`config.mk`:
```
export PLATFORM = sky130hd
export DESIGN_NAME = ps2_ascii_decoder
export DESIGN_NICKNAME = d
export VERILOG_FILES = /design/src/rtl/ps2_ascii_decoder.sv
export SDC_FILE = /design/constraint.sdc
export NUM_CORES = 1
export LEC_CHECK = 0
export CAP_MARGIN = 20
export CORE_ASPECT_RATIO = 1.75
export CORE_MARGIN = 4
export CORE_UTILIZATION = 50
export CTS_CLUSTER_DIAMETER = 50
export DETAILED_ROUTE_END_ITERATION = 8
export GPL_ROUTABILITY_DRIVEN = 1
export GPL_TIMING_DRIVEN = 0
export HOLD_SLACK_MARGIN = 0.06
export PLACE_DENSITY = 0.85
export SYNTH_ARGS = -nofsm -noshare
export SYNTH_HDL_FRONTEND = slang
export SYNTH_SLANG_ARGS = --single-unit
```
`constraint.sdc`:
```
create_clock -name clk -period 2 [get_ports clk]
set_input_delay 0.3 -clock clk [delete_from_list [all_inputs] [get_ports clk]]
set_output_delay 0.3 -clock clk [all_outputs]
set_load 0.005 [all_outputs]
```
`src/rtl/ps2_ascii_decoder.sv`:
```
// ps2_ascii_decoder: PS/2 set-2 scan codes to ASCII with make/break/extended
// prefix tracking, Shift and Caps Lock state, and a one-cycle valid strobe.
module ps2_ascii_decoder #(
  parameter logic [7:0] ENTER_CODE = 8'h0A,
  parameter logic [7:0] BS_CODE    = 8'h08
) (
  input  logic       clk,
  input  logic       reset,
  input  logic [7:0] scan_code,
  input  logic       scan_valid,
  output logic [7:0] key_in,
  output logic       p_valid,
  output logic       shift_on,
  output logic       caps_on,
  output logic [7:0] key_count
);
  typedef enum logic [1:0] {IDLE, BRK, EXT, EXT_BRK} state_t;
  state_t     r_state, w_next;
  logic       r_lshift, r_rshift, r_caps, r_caps_held, r_pv;
  logic [7:0] r_key, r_cnt;
  logic       w_hit, w_let, w_emit, w_shift;
  logic [7:0] w_lo, w_hi, w_char;
  assign w_shift   = r_lshift | r_rshift;
  assign key_in    = r_key;
  assign p_valid   = r_pv;
  assign shift_on  = w_shift;
  assign caps_on   = r_caps;
  assign key_count = r_cnt;
  // w_lo/w_hi are the unshifted/shifted glyphs; letters follow shift XOR caps
  always_comb begin
    w_hit = 1'b1;
    w_let = 1'b0;
    w_lo  = 8'h00;
    case (scan_code)
      8'h1C: begin w_let = 1'b1; w_lo = "a"; end
      8'h32: begin w_let = 1'b1; w_lo = "b"; end
      8'h21: begin w_let = 1'b1; w_lo = "c"; end
      8'h23: begin w_let = 1'b1; w_lo = "d"; end
      8'h24: begin w_let = 1'b1; w_lo = "e"; end
      8'h2B: begin w_let = 1'b1; w_lo = "f"; end
      8'h34: begin w_let = 1'b1; w_lo = "g"; end
      8'h33: begin w_let = 1'b1; w_lo = "h"; end
      8'h43: begin w_let = 1'b1; w_lo = "i"; end
      8'h3B: begin w_let = 1'b1; w_lo = "j"; end
      8'h42: begin w_let = 1'b1; w_lo = "k"; end
      8'h4B: begin w_let = 1'b1; w_lo = "l"; end
      8'h3A: begin w_let = 1'b1; w_lo = "m"; end
      8'h31: begin w_let = 1'b1; w_lo = "n"; end
      8'h44: begin w_let = 1'b1; w_lo = "o"; end
      8'h4D: begin w_let = 1'b1; w_lo = "p"; end
      8'h15: begin w_let = 1'b1; w_lo = "q"; end
      8'h2D: begin w_let = 1'b1; w_lo = "r"; end
      8'h1B: begin w_let = 1'b1; w_lo = "s"; end
      8'h2C: begin w_let = 1'b1; w_lo = "t"; end
      8'h3C: begin w_let = 1'b1; w_lo = "u"; end
      8'h2A: begin w_let = 1'b1; w_lo = "v"; end
      8'h1D: begin w_let = 1'b1; w_lo = "w"; end
      8'h22: begin w_let = 1'b1; w_lo = "x"; end
      8'h35: begin w_let = 1'b1; w_lo = "y"; end
      8'h1A: begin w_let = 1'b1; w_lo = "z"; end
      default: w_lo = 8'h00;
    endcase
    w_hi = w_lo - 8'h20;
    if (!w_let)
      case (scan_code)
        8'h45: begin w_lo = "0"; w_hi = ")"; end
        8'h16: begin w_lo = "1"; w_hi = "!"; end
        8'h1E: begin w_lo = "2"; w_hi = "@"; end
        8'h26: begin w_lo = "3"; w_hi = "#"; end
        8'h25: begin w_lo = "4"; w_hi = "$"; end
        8'h2E: begin w_lo = "5"; w_hi = "%"; end
        8'h36: begin w_lo = "6"; w_hi = "^"; end
        8'h3D: begin w_lo = "7"; w_hi = "&"; end
        8'h3E: begin w_lo = "8"; w_hi = "*"; end
        8'h46: begin w_lo = "9"; w_hi = "("; end
        8'h41: begin w_lo = ","; w_hi = "<"; end
        8'h49: begin w_lo = "."; w_hi = ">"; end
        8'h4A: begin w_lo = "/"; w_hi = "?"; end
        8'h4E: begin w_lo = "-"; w_hi = "_"; end
        8'h55: begin w_lo = "="; w_hi = "+"; end
        8'h4C: begin w_lo = ";"; w_hi = ":"; end
        8'h52: begin w_lo = "'"; w_hi = "\""; end
        8'h29: begin w_lo = 8'h20;      w_hi = 8'h20;      end
        8'h5A: begin w_lo = ENTER_CODE; w_hi = ENTER_CODE; end
        8'h66: begin w_lo = BS_CODE;    w_hi = BS_CODE;    end
        default: begin w_hit = 1'b0; w_hi = 8'h00; end
      endcase
    w_char = (w_let ? (w_shift ^ r_caps) : w_shift) ? w_hi : w_lo;
  end
  always_comb begin
    w_next = r_state;
    w_emit = 1'b0;
    if (scan_valid)
      case (r_state)
        IDLE: begin
          w_next = scan_code == 8'hF0 ? BRK : scan_code == 8'hE0 ? EXT : IDLE;
          w_emit = w_hit;
        end
        EXT: begin
          w_next = scan_code == 8'hF0 ? EXT_BRK : IDLE;
          w_emit = scan_code == 8'h5A;
        end
        default: w_next = IDLE;
      endcase
  end
  always_ff @(posedge clk or negedge reset) begin
    if (!reset) begin
      r_state     <= IDLE;
      r_lshift    <= 1'b0;
      r_rshift    <= 1'b0;
      r_caps      <= 1'b0;
      r_caps_held <= 1'b0;
      r_pv        <= 1'b0;
      r_key       <= 8'h00;
      r_cnt       <= 8'h00;
    end else begin
      r_state <= w_next;
      r_pv    <= w_emit;
      if (w_emit) begin
        r_key <= w_char;
        r_cnt <= r_cnt + 8'd1;
      end
      if (scan_valid && r_state == IDLE) begin
        if (scan_code == 8'h12) r_lshift <= 1'b1;
        if (scan_code == 8'h59) r_rshift <= 1'b1;
        if (scan_code == 8'h58 && !r_caps_held) begin
          r_caps      <= ~r_caps;
          r_caps_held <= 1'b1;
        end
      end
      if (scan_valid && r_state == BRK) begin
        if (scan_code == 8'h12) r_lshift <= 1'b0;
        if (scan_code == 8'h59) r_rshift <= 1'b0;
        if (scan_code == 8'h58) r_caps_held <= 1'b0;
      end
    end
  end
endmodule

```
Yosys cells after proc, flatten, opt, wreduce, memory -nomap -nowiden
Cells that the tools add are included.
{"block": "word_totals", "register_bits": 23, "out_inout_bits": 19, "in_bits": 11}
{"block": "classes", "bitwise_logic": 3, "reduce_logical": 8, "eq_ne": 53, "mux": 28, "add_sub_neg": 2}
{"cell": "equality test 8 x 6 -> 1 bit, second input constant", "count": 23}
{"cell": "case mux 7 bit (26 select lines)", "count": 1}
{"cell": "case mux 8 bit (20 select lines)", "count": 1}
{"cell": "equality test 8 x 7 -> 1 bit, second input constant", "count": 18}
{"cell": "case mux 7 bit (20 select lines)", "count": 1}
{"cell": "equality test 8 x 5 -> 1 bit, second input constant", "count": 8}
{"cell": "OR reduction 26 bit", "count": 1}
{"cell": "two-way mux 8 bit", "count": 3}
{"cell": "OR reduction 20 bit", "count": 1}
{"cell": "two-way mux 1 bit", "count": 17}
{"cell": "equality test 8 bit, second input constant", "count": 2}
{"cell": "adder 8 x 1 -> 8 bit, second input constant", "count": 1}
{"cell": "subtractor 8 x 6 -> 8 bit, second input constant", "count": 1}
{"cell": "two-way mux 2 bit", "count": 3}
{"cell": "case mux 2 bit (2 select lines)", "count": 1}
{"cell": "logical AND 1 bit", "count": 3}
{"cell": "equality test 2 x 1 -> 1 bit, second input constant", "count": 1}
{"cell": "equality test 2 bit, second input constant", "count": 1}
{"cell": "zero test 2 bit", "count": 1}
{"cell": "case mux 1 bit (2 select lines)", "count": 1}
{"cell": "AND reduction 2 bit", "count": 1}
{"cell": "zero test 1 bit", "count": 1}
{"cell": "inverter 1 bit", "count": 1}
{"cell": "OR 1 bit", "count": 1}
{"cell": "bitwise XOR 1 bit", "count": 1}

Depth between registers and ports, before layout
Gate-level depths: netlist of run 1.
{"block": "depth", "depth_word": 6, "depth_mapped": 11, "ltp_nobuf": 8}

Worst setup path after synthesis of run 1
No wires, ideal clock.
{"block": "synth_timing", "path_type": "input -> register", "from": "input scan_code[4]", "to": "register r_cnt[1], in the netlist key_count[1]", "stages": 9, "path_buffers": 3, "t_arrival_ns": 2.448, "required_ns": 1.875, "path_slack_ns": -0.573, "path_cell_list": "buf_2 -> buf_2 -> and3_1 -> a311o_1 -> a221o_2 -> o31ai_4 -> inv_2 -> buf_6 -> mux2_4"}
{"block": "synth_via", "elab_chain_cells": 6, "word_cells_on_any_way": 53, "classes_between": "46 x eq/ne; 5 x mux; 2 x reduce/logical"}
{"element": "start: declaration", "line_no": "9", "source": "input logic [7:0] scan_code,"}
{"element": "equality test 8 x 5 -> 1 bit (tied with other cells)", "line_no": "34", "source": "case (scan_code)"}
{"element": "OR reduction 26 bit (no source line) or OR reduction 20 bit (tied branches)"}
{"element": "two-way mux 1 bit, on equally long branches", "line_no": "34, 65"}
{"element": "two-way mux 1 bit", "line_no": "64", "source": "if (!w_let)"}
{"element": "case mux 1 bit (2 select lines) *", "line_no": "94", "source": "case (r_state)"}
{"element": "two-way mux 1 bit *", "line_no": "93", "source": "if (scan_valid)"}
{"element": "end signal: assignment", "line_no": "121", "source": "r_cnt <= r_cnt + 8'd1;"}
{"element": "end: declaration", "line_no": "20", "source": "logic [7:0] r_key, r_cnt;"}
Every way passes the cells marked *; elsewhere a longest branch is shown, timed or not.
A chain may end at the register's enable or synchronous reset.

Worst setup path after layout of run 1
{"block": "layout_timing", "from": "input scan_code[4]", "to": "register r_key[5], in the netlist key_in[5]"}
{"block": "layout_via", "elab_chain_cells": 6, "word_cells_on_any_way": 61, "classes_between": "1 x add/sub; 46 x eq/ne; 12 x mux; 2 x reduce/logical"}
{"element": "parallel branches: the longest is 6 deep, another holds subtractor 8 x 6 -> 8 bit"}
{"element": "end signal: assignment", "line_no": "120", "source": "r_key <= w_char;"}
{"element": "end: declaration", "line_no": "20"}
Several ways; the timed one is not identified.

==> key figures, run 1 <==
Yosys
  • Distinct cell type count of the synthesized netlist: 66
  • Largest area contributor in the netlist: sky130_fd_sc_hd__dfrtp_1
  • EDFF count, synth: 0
  • Syn Std Cell Area: approximately 2400 um^2
  • Synthesized instance count: between 300 and 400
  • Async set-reset flop share out of synthesis: 1.00
  • Nets in the synthesized netlist: ~320
  • Number of warning messages in the yosys log: 0
  • Share of synthesized cell area in full adder, half adder and majority cells: 0.00525
  • Mux share of post-synthesis cell area: 0.0273
  • Fraction of the yosys area taken by sequential cells: 0.242
  • Mean instance size in the synthesized netlist: ~7.8 um^2
  • Largest family of logic cells by synthesized area: simple AND/OR/NAND/NOR gates
  • Top cells by area in the synthesized netlist: sky130_fd_sc_hd__dfrtp_1 24%, sky130_fd_sc_hd__nand2_1 5.2%, sky130_fd_sc_hd__o21ai_0 4.0%, sky130_fd_sc_hd__nor2b_1 3.4%, sky130_fd_sc_hd__xnor2_1 3.3%
  • Top flip-flop cell by instance count after synthesis: sky130_fd_sc_hd__dfrtp_1
  • Top-area cell type share of the netlist area: 0.242
  • Share of the synthesized netlist area taken by xor and xnor gates: 0.0441
  • Number of storage elements in the synthesis netlist: 23
  • Share of the synthesized area in compound gates (AO/OA/AOI/OAI): 0.276
  • Post-Synth Simple-Gate Area: 0.334

STA
  • Slew HR: 0.578
  • Slack of the critical path: -515 ps
  • Final hold vios: 0
  • Final Setup Violations: 17
  • Final setup skew: roughly 4.4 ps
  • Unrepaired setup endpoints after global routing: yes
  • Pin slew with the least headroom to its limit: 625 ps
  • Ratio of final minimum period to clock period: 1.26
  • Total count of max-transition violations in the final report: 0
  • Shortest clock period the worst path allows after layout: around 2500 ps
  • Achievable Freq: 398 MHz

Die
  • DIE AREA: around 6000 um^2
  • Die Y-Extent: 99.3 um
  • Number of rows created at floorplan: 33
  • Core outline area: around 4700 um^2
  • Number of top-level design ports: 30
  • Die Wd: 60.2 um
  • Initial Utilization: 0.510

Routing
  • Number of design-rule violations left by the first detailed-router iteration: about 220
  • Total routed wirelength: about 10,000 um
  • First-pass detailed-route iteration total: 4
  • Total via count in the routed design: roughly 3,000
  • Wire length per cell: 24.2 um
  • Number of remaining DRC errors: 0
  • Remaining antenna violation count: 0
  • Routed via count divided by cell count: ~7

Global routing
  • Overflow after GRT: 0
  • Total routing resource utilization after global routing: 0.354
  • Wire length of the first global-routing pass: approximately 16,000 um
  • Largest net degree at the start of global routing: 24
  • Antenna violations before repair: 0
  • Via count of the first global-routing pass: around 3,000

Finish
  • Fill cell instance count of the final layout: ~330
  • Number of nets in the layout: around 400
  • Top library cells by usage in the layout, fill and taps aside: 38 x sky130_fd_sc_hd__buf_4, 30 x sky130_fd_sc_hd__nand2_1, 23 x sky130_fd_sc_hd__dfrtp_1, 21 x sky130_fd_sc_hd__clkdlybuf4s50_1, 16 x sky130_fd_sc_hd__o21ai_0
  • Signed area change from the synthesized netlist to the final layout: 51.9%
  • Share of final-layout standard cells stronger than drive strength 1: 0.345
  • Most frequent standard cell in the layout excluding fill and tap cells: sky130_fd_sc_hd__buf_4
  • # diodes: 0

Worst setup path
  • Required @ worst endpoint: ~2100 ps
  • Capturing element type of the critical path: flop
  • Slowest stage cell, crit path: sky130_fd_sc_hd__or4_4
  • Type of element launching the critical path: input pin
  • Slowest cell delay on critical path: between 400 and 500 ps
  • Critical path class: input pin to flop
  • Cells along the critical path: buf_8 -> buf_4 -> xor2_2 -> mux2i_2 -> o211ai_1 -> or4_4 -> o31ai_4 -> inv_2 -> buf_12 -> buf_8 -> o41ai_2 -> o21ai_1
  • Most used cell, CP: sky130_fd_sc_hd__buf_8
  • Critical Path AT: roughly 2700 ps
  • Worst Path Max Fanout: 10

Placed design
  • Placer Congestion: 1.02
  • Estimated wirelength of the detail-placed design: between 6000 and 7000 um
  • Worst Setup Slack post-DPL: -1620 ps
  • Port buffer count: 28

Clock network
  • Insertion delay of the later-clocked pin in the worst-skew pair: between 200 and 300 ps
  • Clock buffer count from CTS: 3
  • CTS root buf: sky130_fd_sc_hd__clkbuf_8
  • Clock Path Buffers: 2
  • Clock transition at the register clock pins on the worst setup and hold paths after CTS: approximately 80 ps
  • Depth of the CTS H-tree: 1
  • # clock sinks: 23
  • TritonCTS clock tree: done

Power
  • Pint: roughly 1200 uW
  • Clock power frac: 0.148
  • Switch share: 0.368
  • Worst supply voltage drop on vdd: between 0.7 and 0.8 mV
  • Power per Cell Area: ~530 nW/um^2
  • Switching power of the nets: 706 uW
  • Sequential share of power: 0.353
  • Total power draw: ~1900 uW
  • Combinational group share of total power: 0.499
  • Leakage power: 0.00148 uW

Hold path
  • Class of the tightest hold or removal check: input pin to asynchronous set/reset pin

Outcome
  • Violated checks: negative setup slack
  • Run status: finished, violations left

Job
  • Max_cap viols: 0
## layout make-up
class | instances | area [um^2] | area share
buffer | 28 | 231 | 0.0640
clock buffer | 3 | 41.3 | 0.0114
clock inverter | 1 | 5.00 | 0.00138
inverter | 6 | 22.5 | 0.00623
multi-input combinational | 248 | 2000 | 0.553
sequential | 23 | 576 | 0.159
tap | 52 | 65.1 | 0.0180
timing repair buffer | 71 | 674 | 0.187
## registers in the layout, indices dropped and copies added (netlist names)
name and count:
r_state 2, r_caps_held 1, caps_on 1, p_valid 1, key_count 8, r_rshift 1, r_lshift 1, key_in 8
## cell families after synthesis
kind of cell | count (synthesis)
AOI/OAI and AO/OA | 89
xor gates and xnor gates | 12
adders and majority gates | 1
buffers and inverters | 34
DFF | 23
muxes | 6
and+or+nand+nor | 140
## synthesized netlist by cell type, drive strengths merged, types with 5 or more instances
| library cell | count |
|---|---|
| a31oi | 8 |
| clkbuf | 9 |
| nand3 | 11 |
| a2111oi | 5 |
| dfrtp | 23 |
| mux2i | 5 |
| nand2b | 8 |
| a21oi | 8 |
| and3 | 10 |
| inv | 6 |
| nand4 | 12 |
| nor4b | 5 |
| xnor2 | 9 |
| buf | 19 |
| nor2b | 13 |
| nand2 | 33 |
| nor3 | 7 |
| o21ai | 20 |
| nor2 | 16 |
## per-layer routing
metal  track usage  share of wire
met2         0.625           0.51
met5             0              0
met4         0.229          0.094
met1         0.377           0.33
met3        0.0364          0.067
## worst max-delay path, delay by kind of cell
kind                      cells  cell delay, ps
AOI/OAI and AO/OA             4             700
buffers and inverters         5             720
xor gates and xnor gates      1             210
and+or+nand+nor               1             470
muxes                         1             250
## repair_timing
item | CTS | global route
resized for setup | 109 | 40
buffers inserted | 25 | 13
setup endpoints to repair | 23 | 18
pin swaps | 15 | 9
gates cloned | 3 | 0
hold buffers | 0 | 0
## through the flow
| step | std cells | hold WS, ps | TNS, ps | instance area [um^2] | util |
|---|---|---|---|---|---|
| detailed placement | 386 | 466 | -27520 | 2760 | 0.592 |
| CTS | 418 | 476 | -6340 | 3340 | 0.716 |
| global route | 432 | 269 | -8170 | 3620 | 0.775 |
| global placement | 385 | 462 | -33990 | 2750 | 0.590 |
| floorplan | 305 | 4.41 | -6860 | 2410 | - |
| finish | 432 | 254 | -7020 | 3620 | 0.775 |
## path summary, 6_finish.rpt
kind,startpoint,to,slack (ps),cells after the start
worst max-delay path,scan_code[4],key_in[5],-520,12
worst max register to register,r_state[1],key_in[5],-60,7
worst min-delay path,reset,caps_on,250,1
worst min register to register,key_count[7],key_count[7],470,1
max in group asynchronous,reset,key_count[4],1370,2
min in group clk,key_count[7],key_count[7],470,1
## power by group through the flow
stage / logic, uW / clock network (uW) / registers (uW)
global placement: 702 / 0 / 659
CTS: 841 / 280 / 659
finish: 956 / 284 / 677
floorplan: 368 / 0 / 656
detailed placement: 714 / 0 / 664
global route: 1010 / 291 / 692
(Power assumes the default switching activity.)
==> inputs of run 2 (changes only) <==
--- a/config.mk
+++ b/config.mk
@@ -10,6 +10,7 @@
 export CORE_MARGIN = 4
 export CORE_UTILIZATION = 50
 export CTS_CLUSTER_DIAMETER = 50
+export CTS_CLUSTER_SIZE = 20
 export DETAILED_ROUTE_END_ITERATION = 8
 export GPL_ROUTABILITY_DRIVEN = 1
 export GPL_TIMING_DRIVEN = 0
==> results of run 2 <==
Same layout as run 1: the final DEF is identical, and so are final timing and power.
==> inputs of run 3 (changes only) <==
--- a/config.mk
+++ b/config.mk
@@ -12,10 +12,13 @@
 export CTS_CLUSTER_DIAMETER = 50
 export CTS_CLUSTER_SIZE = 20
 export DETAILED_ROUTE_END_ITERATION = 8
+export DONT_BUFFER_PORTS = 1
 export GPL_ROUTABILITY_DRIVEN = 1
 export GPL_TIMING_DRIVEN = 0
 export HOLD_SLACK_MARGIN = 0.06
-export PLACE_DENSITY = 0.85
+export MAX_ROUTING_LAYER = met4
+export PLACE_DENSITY = 0.77
+export REMOVE_ABC_BUFFERS = 1
 export SYNTH_ARGS = -nofsm -noshare
 export SYNTH_HDL_FRONTEND = slang
 export SYNTH_SLANG_ARGS = --single-unit
==> run 3 against run 2 <==
The run still ends with negative setup slack left. Die area did not move. Design area fell by 24%. Sequential share of layout area rose by 5.0 points. Via count fell by 16%. Setup slack improved by 370 ps. Hold slack got worse by 130 ps. Register-to-register slack improved by 120 ps. Global-route usage fell by 7.2 points. Fmax rose by 17%. Non-clock buffer count fell by 82. Routed wire length fell by 25%.
==> key figures, run 3 (synthesis results as in run 1) <==
Finish
  • Share of final-layout standard cells stronger than drive strength 1: 0.191 (-0.154)
  • Top library cells by usage in the layout, fill and taps aside: 31 x sky130_fd_sc_hd__nand2_1, 23 x sky130_fd_sc_hd__dfrtp_1, 18 x sky130_fd_sc_hd__o21ai_0, 14 x sky130_fd_sc_hd__nor2_1, 12 x sky130_fd_sc_hd__nand4_1
  • # diodes: 0 (unchanged)
  • Number of nets in the layout: 312 (-21%)
  • Signed area change from the synthesized netlist to the final layout: 15.5%
  • Finished Layout Cells: 351 (-19%)
  • Most frequent standard cell in the layout excluding fill and tap cells: sky130_fd_sc_hd__nand2_1
  • Non-Filler Cell Area, Final: 2750 um^2 (-24%)
  • Fill cell instance count of the final layout: 439 (+34%)

Die
  • Core outline area: 4670 um^2 (unchanged)
  • Die Wd: 60.2 um (unchanged)
  • Initial Utilization: 0.510 (unchanged)
  • Number of rows created at floorplan: 33 (unchanged)
  • DIE AREA: 5970 um^2 (unchanged)
  • Number of top-level design ports: 30 (unchanged)
  • Die Y-Extent: 99.3 um (unchanged)

Worst setup path
  • Capturing element type of the critical path: flop
  • Critical path class: input pin to flop
  • Required @ worst endpoint: 2150 ps (about the same)
  • Type of element launching the critical path: input pin
  • Critical Path AT: 2300 ps (-360 ps)
  • Worst Path Max Fanout: 16 (+6)

Placed design
  • Estimated wirelength of the detail-placed design: 5220 um (-25%)
  • Placer Congestion: 1.02 (about the same)
  • Post-Place Cells: 330 (-15%)
  • Placed inst area: 2310 um^2 (-16%)
  • Port buffer count: 0 (-100%)

Power
  • Total power draw: 1440 uW (-25%)
  • Switch share: 0.350 (-0.0184)
  • Sequential share of power: 0.476 (+0.123)
  • Pint: 937 uW (-23%)
  • Worst supply voltage drop on vdd: 0.449 mV (-36%)
  • Power per Cell Area: 524 nW/um^2 (-1.1%)
  • Switching power of the nets: 505 uW (-29%)
  • Leakage power: 0.00106 uW (-28%)
  • Combinational group share of total power: 0.334 (-0.165)
  • Clock power frac: 0.190 (+0.042)

Global routing
  • Via count of the first global-routing pass: 2,443 (-19%)
  • Overflow after GRT: 0 (unchanged)
  • Antenna violations before repair: 0 (unchanged)
  • Wire length of the first global-routing pass: 12,600 um (-20%)
  • Total routing resource utilization after global routing: 0.281 (-0.0725)
  • Largest net degree at the start of global routing: 41 (+71%)

Clock network
  • Depth of the CTS H-tree: 1 (unchanged)
  • Clock transition at the register clock pins on the worst setup and hold paths after CTS: 70 ps (about the same)
  • CTS root buf: sky130_fd_sc_hd__clkbuf_8
  • Clock Path Buffers: 2 (unchanged)
  • # clock sinks: 23 (unchanged)
  • Clock buffer count from CTS: 3 (unchanged)
  • Insertion delay of the later-clocked pin in the worst-skew pair: 260 ps (about the same)
  • TritonCTS clock tree: done

Routing
  • Remaining antenna violation count: 0 (unchanged)
  • Total via count in the routed design: 2,551 (-16%)
  • Wire length per cell: 22.5 um (-7.4%)
  • Total routed wirelength: 7880 um (-25%)
  • Number of remaining DRC errors: 0 (unchanged)
  • First-pass detailed-route iteration total: 4 (unchanged)
  • Routed via count divided by cell count: 7.27 (+3.5%)
  • Number of design-rule violations left by the first detailed-router iteration: 149 (-31%)

STA
  • Final Setup Violations: 10 (-7)
  • Shortest clock period the worst path allows after layout: 2150 ps (-367 ps)
  • Final setup skew: 1.95 ps (-2.48 ps)
  • Setup_tns: -917 ps (+6100 ps)
  • Slack of the critical path: -148 ps (+367 ps)
  • Achievable Freq: 465 MHz (+17%)
  • Slew HR: 0.522 (-0.0557)
  • Pin slew with the least headroom to its limit: 707 ps (+81.3 ps)
  • Ratio of final minimum period to clock period: 1.07 (-0.184)
  • Final hold vios: 0 (unchanged)
  • Total count of max-transition violations in the final report: 0 (unchanged)
  • Unrepaired setup endpoints after global routing: yes

Job
  • Max_cap viols: 0 (unchanged)

Hold path
  • Class of the tightest hold or removal check: input pin to flop

Outcome
  • Violated checks: negative setup slack
  • Run status: finished, violations left
## run 3: changes by cell type in the layout (fill, tap and decap cells not counted), moves of 3 or more
| cell | change |
|---|---|
| sky130_fd_sc_hd__clkbuf_4 | -3 |
| sky130_fd_sc_hd__buf_2 | -5 |
| sky130_fd_sc_hd__buf_6 | -9 |
| sky130_fd_sc_hd__clkdlybuf4s50_1 | -21 |
| sky130_fd_sc_hd__clkbuf_1 | -4 |
| sky130_fd_sc_hd__buf_8 | -6 |
| sky130_fd_sc_hd__buf_4 | -28 |
## run 3: worst paths after layout
check,startpoint,end,slack [ps],cells past startpoint
max in group asynchronous,reset,key_count[3],1070,2
hold / removal,scan_valid,r_state[1],120,1
setup / recovery,scan_code[7],key_in[3],-150,9
setup reg to reg,r_lshift,key_in[4],60,6
hold reg to reg,key_count[7],key_count[7],500,1
min in group asynchronous,reset,key_count[5],460,1
## run 3: power groups by stage
stage	clock network, uW	logic (uW)	registers (uW)
after detailed placement	0	372	694
after global placement	0	364	690
final	273	481	687
after global routing	298	517	700
after CTS	281	442	686
after floorplan	0	302	656
## run 3: metal layers
metal	global-route usage	share of wire
met5	-	0
met4	0.152	0.057
met3	0.0208	0.073
met2	0.465	0.52
met1	0.326	0.35
## run 3: area by class of cell
class	instances	area, um^2	area share
Timing Repair Buffer	17	150	0.0546
Clock buffer	4	45.0	0.0164
Tap cell	52	65.1	0.0237
Inverter	6	25.0	0.00910
Sequential cell	23	576	0.209
Timing Repair inverter	1	7.51	0.00273
Multi-Input combinational cell	248	1880	0.684
## run 3: timing repair
item                                   CTS  global route
gates cloned                             1             0
setup endpoints to repair               17            17
buffers inserted                        13             1
hold buffers                             1             0
endpoints found under the hold margin   23             0
resized for setup                       34            18
pin swaps                               13             8
## run 3: metrics by stage
stage	hold slack, ps	setup slack, ps	util
after floorplan	4.41	-445	-
after global placement	4.99	-1120	0.493
after detailed placement	5.21	-906	0.495
after CTS	123	-161	0.566
after global routing	131	-221	0.589
final	124	-148	0.589
## run 3: critical path: stages
cell and delay, ps:
sky130_fd_sc_hd__nor2_2 70, sky130_fd_sc_hd__and3_4 200, sky130_fd_sc_hd__a311o_1 390, sky130_fd_sc_hd__a221o_2 480, sky130_fd_sc_hd__o31ai_4 270, sky130_fd_sc_hd__buf_6 160
sky130_fd_sc_hd__clkinvlp_4 100, sky130_fd_sc_hd__buf_6 130, sky130_fd_sc_hd__o22a_1 200
